[config.mk]
export PLATFORM = sky130hd
export DESIGN_NAME = instr_exec
export DESIGN_NICKNAME = d
export VERILOG_FILES = /design/src/rtl/instr_pkg.sv /design/src/rtl/shift_add_mul.sv /design/src/rtl/instr_exec.sv
export SDC_FILE = /design/constraint.sdc
export NUM_CORES = 1
export LEC_CHECK = 0
export BUFFER_PORTS_ARGS = -buffer_cell sky130_fd_sc_hd__buf_2
export CAP_MARGIN = 20
export CELL_PAD_IN_SITES_DETAIL_PLACEMENT = 1
export CELL_PAD_IN_SITES_GLOBAL_PLACEMENT = 1
export CORE_MARGIN = 5
export CORE_UTILIZATION = 51
export DETAILED_ROUTE_END_ITERATION = 10
export HOLD_SLACK_MARGIN = 0.06
export PLACE_DENSITY_LB_ADDON = 0.3
export SETUP_SLACK_MARGIN = 0.15
export SKIP_CTS_REPAIR_TIMING = 1
export SLEW_MARGIN = 0
export SYNTH_ARGS = -nofsm -noshare
export SYNTH_HDL_FRONTEND = slang
export SYNTH_SLANG_ARGS = --single-unit
[constraint.sdc]
create_clock -name clock -period 5.5 [get_ports clock]
set_input_delay 1.1 -clock clock [delete_from_list [all_inputs] [get_ports clock]]
set_output_delay 1.1 -clock clock [all_outputs]
set_load 0.01 [all_outputs]
[src/rtl/instr_pkg.sv]
// Shared opcodes, instruction field positions and execution-unit state encoding.
// Instruction word is [7:5] opcode, [4:0] zero-extended operand.
package instr_pkg;
  localparam logic [2:0] OP_ADD  = 3'd0;
  localparam logic [2:0] OP_SUB  = 3'd1;
  localparam logic [2:0] OP_MUL  = 3'd2;
  localparam logic [2:0] OP_AND  = 3'd3;
  localparam logic [2:0] OP_OR   = 3'd4;
  localparam logic [2:0] OP_XOR  = 3'd5;
  localparam logic [2:0] OP_LDI  = 3'd6;
  localparam logic [2:0] OP_HALT = 3'd7;

  localparam int OPC_MSB = 7;
  localparam int OPC_LSB = 5;
  localparam int OPND_W  = 5;

  typedef enum logic [2:0] {
    ST_IDLE,
    ST_FETCH,
    ST_EXEC,
    ST_MUL,
    ST_WB,
    ST_HALT
  } state_t;
endpackage

[src/rtl/shift_add_mul.sv]
// Iterative shift-add multiplier: ACC_W-bit multiplicand times 5-bit multiplier.
// Runs OPND_W cycles after start; product is the combinational sum for the current step.
module shift_add_mul
  import instr_pkg::*;
#(
  parameter int ACC_W = 8
) (
  input  logic                 clock,
  input  logic                 reset,
  input  logic                 start,
  input  logic [ACC_W-1:0]     multiplicand,
  input  logic [OPND_W-1:0]    multiplier,
  output logic [2*ACC_W-1:0]   product,
  output logic                 done
);
  logic [2*ACC_W-1:0] mcand;
  logic [2*ACC_W-1:0] psum;
  logic [OPND_W-1:0]  mplier;
  logic [2:0]         cnt;
  logic               active;

  // Product already includes this cycle's partial term so the caller can latch it on the last step.
  assign product = psum + (mplier[0] ? mcand : '0);
  assign done    = active && (cnt == 3'(OPND_W - 1));

  always_ff @(posedge clock or posedge reset) begin
    if (reset) begin
      mcand  <= '0;
      psum   <= '0;
      mplier <= '0;
      cnt    <= '0;
      active <= 1'b0;
    end else if (start) begin
      mcand  <= (2*ACC_W)'(multiplicand);
      mplier <= multiplier;
      psum   <= '0;
      cnt    <= '0;
      active <= 1'b1;
    end else if (active) begin
      psum   <= product;
      mcand  <= mcand << 1;
      mplier <= mplier >> 1;
      cnt    <= cnt + 3'd1;
      if (done) active <= 1'b0;
    end
  end
endmodule

[src/rtl/instr_exec.sv]
// Accumulator execution unit: FETCH/EXEC(/MUL x5)/WB per instruction, pc_ena+retire in WB.
// Stops at the next instruction boundary when run drops; HALT holds until reset.
module instr_exec
  import instr_pkg::*;
#(
  parameter int ACC_W = 8
) (
  input  logic             clock,
  input  logic             reset,
  input  logic             run,
  input  logic [7:0]       instr_in,
  output logic             pc_ena,
  output logic [ACC_W-1:0] acc_out,
  output logic             zero,
  output logic             carry,
  output logic             busy,
  output logic             retire,
  output logic             halted
);
  state_t             state;
  logic [7:0]         ir;
  logic [ACC_W-1:0]   acc;
  logic [2:0]         opc;
  logic [ACC_W-1:0]   opd;
  logic               mul_start;
  logic               mul_done;
  logic [2*ACC_W-1:0] product;

  assign opc       = ir[OPC_MSB:OPC_LSB];
  assign opd       = ACC_W'(ir[OPND_W-1:0]);
  assign mul_start = (state == ST_EXEC) && (opc == OP_MUL);
  assign acc_out   = acc;

  shift_add_mul #(.ACC_W(ACC_W)) u_mul (
    .clock        (clock),
    .reset        (reset),
    .start        (mul_start),
    .multiplicand (acc),
    .multiplier   (ir[OPND_W-1:0]),
    .product      (product),
    .done         (mul_done)
  );

  always_ff @(posedge clock or posedge reset) begin
    if (reset) begin
      state  <= ST_IDLE;
      ir     <= '0;
      acc    <= '0;
      zero   <= 1'b0;
      carry  <= 1'b0;
      busy   <= 1'b0;
      pc_ena <= 1'b0;
      retire <= 1'b0;
      halted <= 1'b0;
    end else begin
      pc_ena <= 1'b0;
      retire <= 1'b0;
      case (state)
        ST_IDLE: begin
          if (run) begin
            state <= ST_FETCH;
            busy  <= 1'b1;
          end
        end
        ST_FETCH: begin
          ir    <= instr_in;
          state <= ST_EXEC;
        end
        ST_EXEC: begin
          // Most opcodes finish here; MUL and HALT override the WB handoff below.
          state  <= ST_WB;
          pc_ena <= 1'b1;
          retire <= 1'b1;
          case (opc)
            OP_ADD: {carry, acc} <= {1'b0, acc} + {1'b0, opd};
            OP_SUB: begin
              acc   <= acc - opd;
              carry <= (acc < opd);
            end
            OP_MUL: begin
              state  <= ST_MUL;
              pc_ena <= 1'b0;
              retire <= 1'b0;
            end
            OP_AND: begin
              acc   <= acc & opd;
              carry <= 1'b0;
            end
            OP_OR: begin
              acc   <= acc | opd;
              carry <= 1'b0;
            end
            OP_XOR: begin
              acc   <= acc ^ opd;
              carry <= 1'b0;
            end
            OP_LDI: acc <= opd;
            default: begin
              state  <= ST_HALT;
              pc_ena <= 1'b0;
              retire <= 1'b0;
              busy   <= 1'b0;
              halted <= 1'b1;
            end
          endcase
        end
        ST_MUL: begin
          if (mul_done) begin
            acc    <= product[ACC_W-1:0];
            carry  <= |product[2*ACC_W-1:ACC_W];
            state  <= ST_WB;
            pc_ena <= 1'b1;
            retire <= 1'b1;
          end
        end
        ST_WB: begin
          zero <= (acc == '0);
          if (run) begin
            state <= ST_FETCH;
          end else begin
            state <= ST_IDLE;
            busy  <= 1'b0;
          end
        end
        ST_HALT: ;
        default: state <= ST_IDLE;
      endcase
    end
  end
endmodule

; ---- Word-level counts from Yosys, hierarchy flattened
; Index checks and enable logic that the tools add are counted.
[word_totals]
input_bits = 11
ff_bits = 65
out_inout_bits = 14
wordCells = 88
[op_classes]
add_sub_neg = 4
bitwise_logic = 5
reduce_logical = 17
mux = 30
n_lt_le_gt_ge = 1
n_eq_ne = 18
[ops]
columns = operator, n
row1 = 2-to-1 mux 16 bit, 5
row2 = case mux 8 bit (6 select lines), 1
row3 = == test 3 bit (second input constant), 6
row4 = case mux 3 bit (6 select lines), 1
row5 = adder 16 bit, 1
row6 = case mux 8 bit (2 select lines), 1
row7 = == test 3 x 2 -> 1 bit (second input constant), 4
row8 = 2-to-1 mux 3 bit, 4
row9 = 2-to-1 mux 1 bit, 10
row10 = 2-to-1 mux 5 bit, 2
row11 = adder 8 x 5 -> 9 bit, 1
row12 = AND reduction 3 bit, 3
row13 = bitwise AND 8 x 5 -> 8 bit, 1
row14 = zero test 8 bit, 1
row15 = less-than comparator 8 x 5 -> 1 bit, 1
row16 = 2-to-1 mux 8 bit, 1
row17 = != test 2 bit (second input constant), 4
row18 = OR 8 x 5 -> 8 bit, 1
row19 = OR reduction 8 bit, 1
row20 = subtractor 8 x 5 -> 8 bit, 1
row21 = XOR 8 x 5 -> 8 bit, 1
row22 = != test 7 x 1 -> 1 bit (second input constant), 1
row23 = OR reduction 7 bit, 1
row24 = == test 3 x 1 -> 1 bit (second input constant), 2
row25 = 14 further kinds, 20

; ---- Depth between registers and ports, before layout
[depth]
ltp_word = 5
depth_mapped = 11
depth_no_buf = 11

; ---- Cells and area by module
; Synthesis repeated with hierarchy kept, for this count alone.
[hier_totals]
cells_unflattened = 545
hier_area_um2 = 4787.1
[by_module_without_submodules]
columns = module, cells_each, n_inst, seq_area_each_um2, area_each_um2
row1 = shift_add_mul, 291, 1, 1026.0, 2692.6
row2 = instr_exec, 254, 1, 600.6, 2094.5

; ---- Least setup slack after synthesis
; No wires, ideal clock.
[synth_timing]
path_kind = reg-to-reg
from = register u_mul.mplier[0]
to = register u_mul.psum[15]
slack_ns = 2.887
setup_time_ns = 0.078
path_stages_with_launch = 12
n_path_buf = 2
required_time_ns = 5.422
t_arrival_ns = 2.535
period_less_slack_ns = 2.613
path_cell_list = dfrtp_1 -> clkbuf_1 -> and2_1 -> ha_1 -> buf_6 -> a21o_1 -> a21o_1 -> a2111oi_4 -> o22ai_1 -> xor2_1 -> or3_1 -> a21oi_1
[synth_between]
elab_chain_len = 4
[synth_lines]
columns = element, line
row1 = "start, declared", shift_add_mul.sv:18  ; logic [OPND_W-1:0] mplier;
row2 = "start signal, assigned", shift_add_mul.sv:35  ; mplier <= multiplier;
row3 = "start signal, assigned", shift_add_mul.sv:42  ; mplier <= mplier >> 1;
row4 = 2-to-1 mux 16 bit, shift_add_mul.sv:23  ; assign product = psum + (mplier[0] ? mcand : '0);
row5 = adder 16 bit, shift_add_mul.sv:23
row6 = 2-to-1 mux 16 bit, shift_add_mul.sv:39  ; end else if (active) begin
row7 = 2-to-1 mux 16 bit, shift_add_mul.sv:33  ; end else if (start) begin
row8 = "end signal, assigned", shift_add_mul.sv:40  ; psum <= product;
row9 = "end, declared", shift_add_mul.sv:17  ; logic [2*ACC_W-1:0] psum;
; Every way passes these cells. The select of a mux whose other input is x is not followed.
; A chain may end at the register's enable or synchronous reset.

; ---- Final worst setup path
[layout_timing]
from = register u_mul.mplier[0]
to = register carry
[layout_between]
elab_chain_len = 5
[layout_lines]
columns = element, line
row1 = 2-to-1 mux 16 bit, shift_add_mul.sv:23
row2 = adder 16 bit, shift_add_mul.sv:23
row3 = OR reduction 8 bit, instr_exec.sv:110  ; carry <= |product[2*ACC_W-1:ACC_W];
row4 = 2-to-1 mux 1 bit, instr_exec.sv:108  ; if (mul_done) begin
row5 = case mux 1 bit (2 select lines), instr_exec.sv:58  ; case (state)
row6 = "end signal, assigned", instr_exec.sv:75  ; OP_ADD: {carry, acc} <= {1'b0, acc} + {1'b0, opd};
row7 = "end signal, assigned", instr_exec.sv:78  ; carry <= (acc < opd);
row8 = "end signal, assigned", instr_exec.sv:110
row9 = "end, declared", instr_exec.sv:15  ; output logic carry,
; Every way passes these cells. The select of a mux whose other input is x is not followed.

==> flow_metrics.tcl <==
set metrics [dict create \
    outcome "completed" \
    async_flop_share_pct 100 \
    cap_violations 0 \
    die_y_um 106 \
    core.rowCount 34 \
    syn_nets 580 \
    synth_edf_count 0 \
    ys.warnings.count 0 \
    nets 586 \
    dr_wl_met3_um 320 \
    vdd.ir_drop.worst_mv 0.328 \
    drc 0 \
    antenna_found_initial 0 \
    io_buffers 24 \
    numCtsBuffers 9 \
    syn_area_per_cell_um2 8.72 \
    first_pass_iters 4 \
    worst_ep_arrival_time_ps 3290 \
    m1WireLength_mm 6.35 \
    synth_ff_type "dfrtp_1" \
    syn2layout_area_growth_pct 7.71 \
    clk_path_buf_depth 2 \
    worstPathCellList "and2_1 > ha_1 > fa_1 > a211oi_1 > o21ai_1 > a31oi_1 > mux2i_1 > nor4b_1 > o311a_1 > a41oi_1" \
    grt_pass1_vias 4210 \
    ys_seq_area_share_pct 34.9 \
    ys_ff_latch 65 \
    viasPerCell 6.12 \
    grt_max_degree 55 \
    fin_crit_sh_pct 56.3 \
    dp.cells 636 \
    final_layout_size_suffix_gt1_share_pct 9.38 \
    die_area_um2 11100 \
    setup_viol 0 \
    cts_tree "yes" \
    cts_sinks 65 \
    synthCells 534 \
    report.final.slew_viol_count 0 \
    slew_headroom_pct 34.8 \
    cp_slowest_cell "dfrtp_1" \
    core-area_um2 8810 \
    wl_met2_mm 6.38 \
    cts.clk_slew.worst_paths_ps 70 \
    fp.dieW_um 106 \
    gp_congestion 0.844 \
    worst_setup_path_start_kind "flip-flop" \
    min_path_type "flip-flop to flip-flop" \
    hpwlAfterDp_mm 9.47 \
    ant_nets 0 \
    ios 25 \
    endpoint_kind "flip-flop" \
    vias 3990 \
    p_leak_uw 0.00235 \
    fin_skew_ps 9.08 \
    layout_min_cycle_time_ps 3100 \
    ys_types 61 \
    max_stage_delay_ps 560 \
    worst_slew_pin_slew_ps 979 \
    rsz0062_at_grt "false" \
    grt_pass1_wl_mm 22.0 \
    hold_viol_final 0 \
    path_buf_inv 0 \
    worstSkewPairLatency_ps 340 \
    synth_area_um2 4660 \
    wl_per_cell_um 20.3 \
    initial_core_util_pct 52.9 \
    crit_family "compound AO/OA/AOI/OAI gates" \
    cp_max_fo 17 \
    final_cells 652 \
    dr.first_iter.drc_count 174 \
    required_ps 5700 \
    h-tree-depth 3 \
    cts-root-buf "clkbuf_8" \
    highest_layer "met4" \
    grt_use_total_pct 24.3 \
    cellPowerDensity_nw_per_um2 628 \
    totalWireLength_mm 13.2 \
    path_class "flip-flop to flip-flop" \
    diodes 0 \
    fmax_mhz 323 \
    overflow 0 \
    setup_tns_ps 0 \
]
where the power goes:
part           switching (uW)  internal (uW)
registers                 332            686
logic                     971            707
clock network             187            265
worst paths after layout:
path / from / slack, ps / cells after the start / endpoint
max in group asynchronous: reset / 3630 / 3 / u_mul.active
worst max register to register: u_mul.mplier[0] / 2400 / 10 / carry
min in group asynchronous: reset / 860 / 2 / u_mul.mcand[15]
worst min-delay path: halted / 490 / 2 / halted
worst min register to register: halted / 490 / 2 / halted
worst max-delay path: u_mul.mplier[0] / 2400 / 10 / carry
per-layer routing:
| layer | GRT usage [%] | vias up |
|---|---|---|
| li1 | - | 1900 |
| met1 | 33.6 | 2012 |
| met5 | 0 | - |
| met3 | 2.93 | 16 |
| met2 | 41.2 | 62 |
| met4 | 5.27 | 0 |
worst reg2reg max path: stages (launching register included):
cell and delay, ps:
dfrtp_1 560, and2_1 230, ha_1 210, fa_1 430, a211oi_1 270, o21ai_1 120
a31oi_1 420, mux2i_1 150, nor4b_1 270, o311a_1 210, a41oi_1 100
cell usage after synthesis (4+ instances only):
library cell | n | share of area, %
a211oi_1 | 9 | 1.5
a21o_1 | 9 | 1.5
a21oi_1 | 32 | 3.4
a221oi_1 | 5 | 0.94
a31oi_1 | 4 | 0.54
and2_1 | 18 | 2.4
and3_1 | 4 | 0.54
buf_2 | 7 | 0.75
clkbuf_1 | 21 | 1.7
dfrtp_1 | 65 | 35
ha_1 | 32 | 8.6
inv_1 | 28 | 2.3
mux2i_1 | 35 | 7.5
nand2_1 | 48 | 3.9
nand2b_1 | 6 | 0.81
nand3_1 | 7 | 0.75
nor2_1 | 55 | 4.4
nor2b_1 | 8 | 1.1
nor3_1 | 4 | 0.43
o21ai_0 | 19 | 2.0
o21ai_1 | 27 | 2.9
o21bai_1 | 6 | 0.97
o221ai_1 | 4 | 0.75
o31ai_1 | 5 | 0.81
or3_1 | 5 | 0.67
xnor2_1 | 15 | 2.8
xor2_1 | 4 | 0.75
cell families (layout without fill, tap and decap cells):
| group | count (synthesis) | count (layout) | synth area share [%] |
|---|---|---|---|
| compound gates | 148 | 148 | 20.8 |
| flops | 65 | 65 | 34.9 |
| buf+inv | 62 | 72 | 5.43 |
| xor+xnor | 19 | 19 | 3.57 |
| mux | 38 | 38 | 8.49 |
| fa+ha+maj | 35 | 35 | 9.89 |
| simple gates | 167 | 167 | 16.9 |
layout make-up:
type	instances	area, um^2
Tap cell	108	135
Clock inverter	3	65.1
Inverter	31	116
Timing Repair Buffer	26	148
Multi-Input combinational cell	407	2780
Fill cell	1062	3790
Sequential cell	65	1630
Clock buffer	12	145
registers in the layout (all words and copies together) (netlist names):
signal and cells:
carry 1, u_mul.mcand 16, busy 1, retire 1
ir 8, acc_out 8, halted 1, zero 1
state 3, u_mul.mplier 5, u_mul.psum 16, u_mul.active 1
u_mul.cnt 3
stage by stage:
| step | worst slack [ps] | util, % | power (uW) | instance area, um^2 | hold WS (ps) |
|---|---|---|---|---|---|
| after CTS | 2370 | 56.7 | 3130 | 5000 | 495 |
| after detailed placement | 2400 | 54.3 | 2650 | 4790 | 478 |
| after global placement | 2530 | 54.3 | 2540 | 4790 | 458 |
| after global routing | 2150 | 57.0 | 3390 | 5020 | 510 |
| final | 2400 | 57.0 | 3150 | 5020 | 489 |
| after floorplan | 2770 | - | 2190 | 4660 | 481 |
placed cells by master, fill, tap and decap left out, types with 3 or more instances in the layout:
cell type,n
a211o_1,3
a211oi_1,9
a21o_1,9
a21oi_1,32
a221oi_1,5
a31oi_1,4
and2_1,17
and3_1,4
buf_2,24
clkbuf_8,10
dfrtp_1,64
fa_1,3
ha_1,32
inv_1,27
inv_2,4
mux2i_1,35
nand2_1,48
nand2b_1,6
nand3_1,7
nand4_1,3
nor2_1,55
nor2b_1,8
nor3_1,4
nor4_1,3
o21a_1,3
o21ai_0,19
o21ai_1,27
o21bai_1,6
o221ai_1,4
o31ai_1,5
or3_1,5
xnor2_1,15
xor2_1,4
No activity file was read; power rests on OpenSTA's default activity.
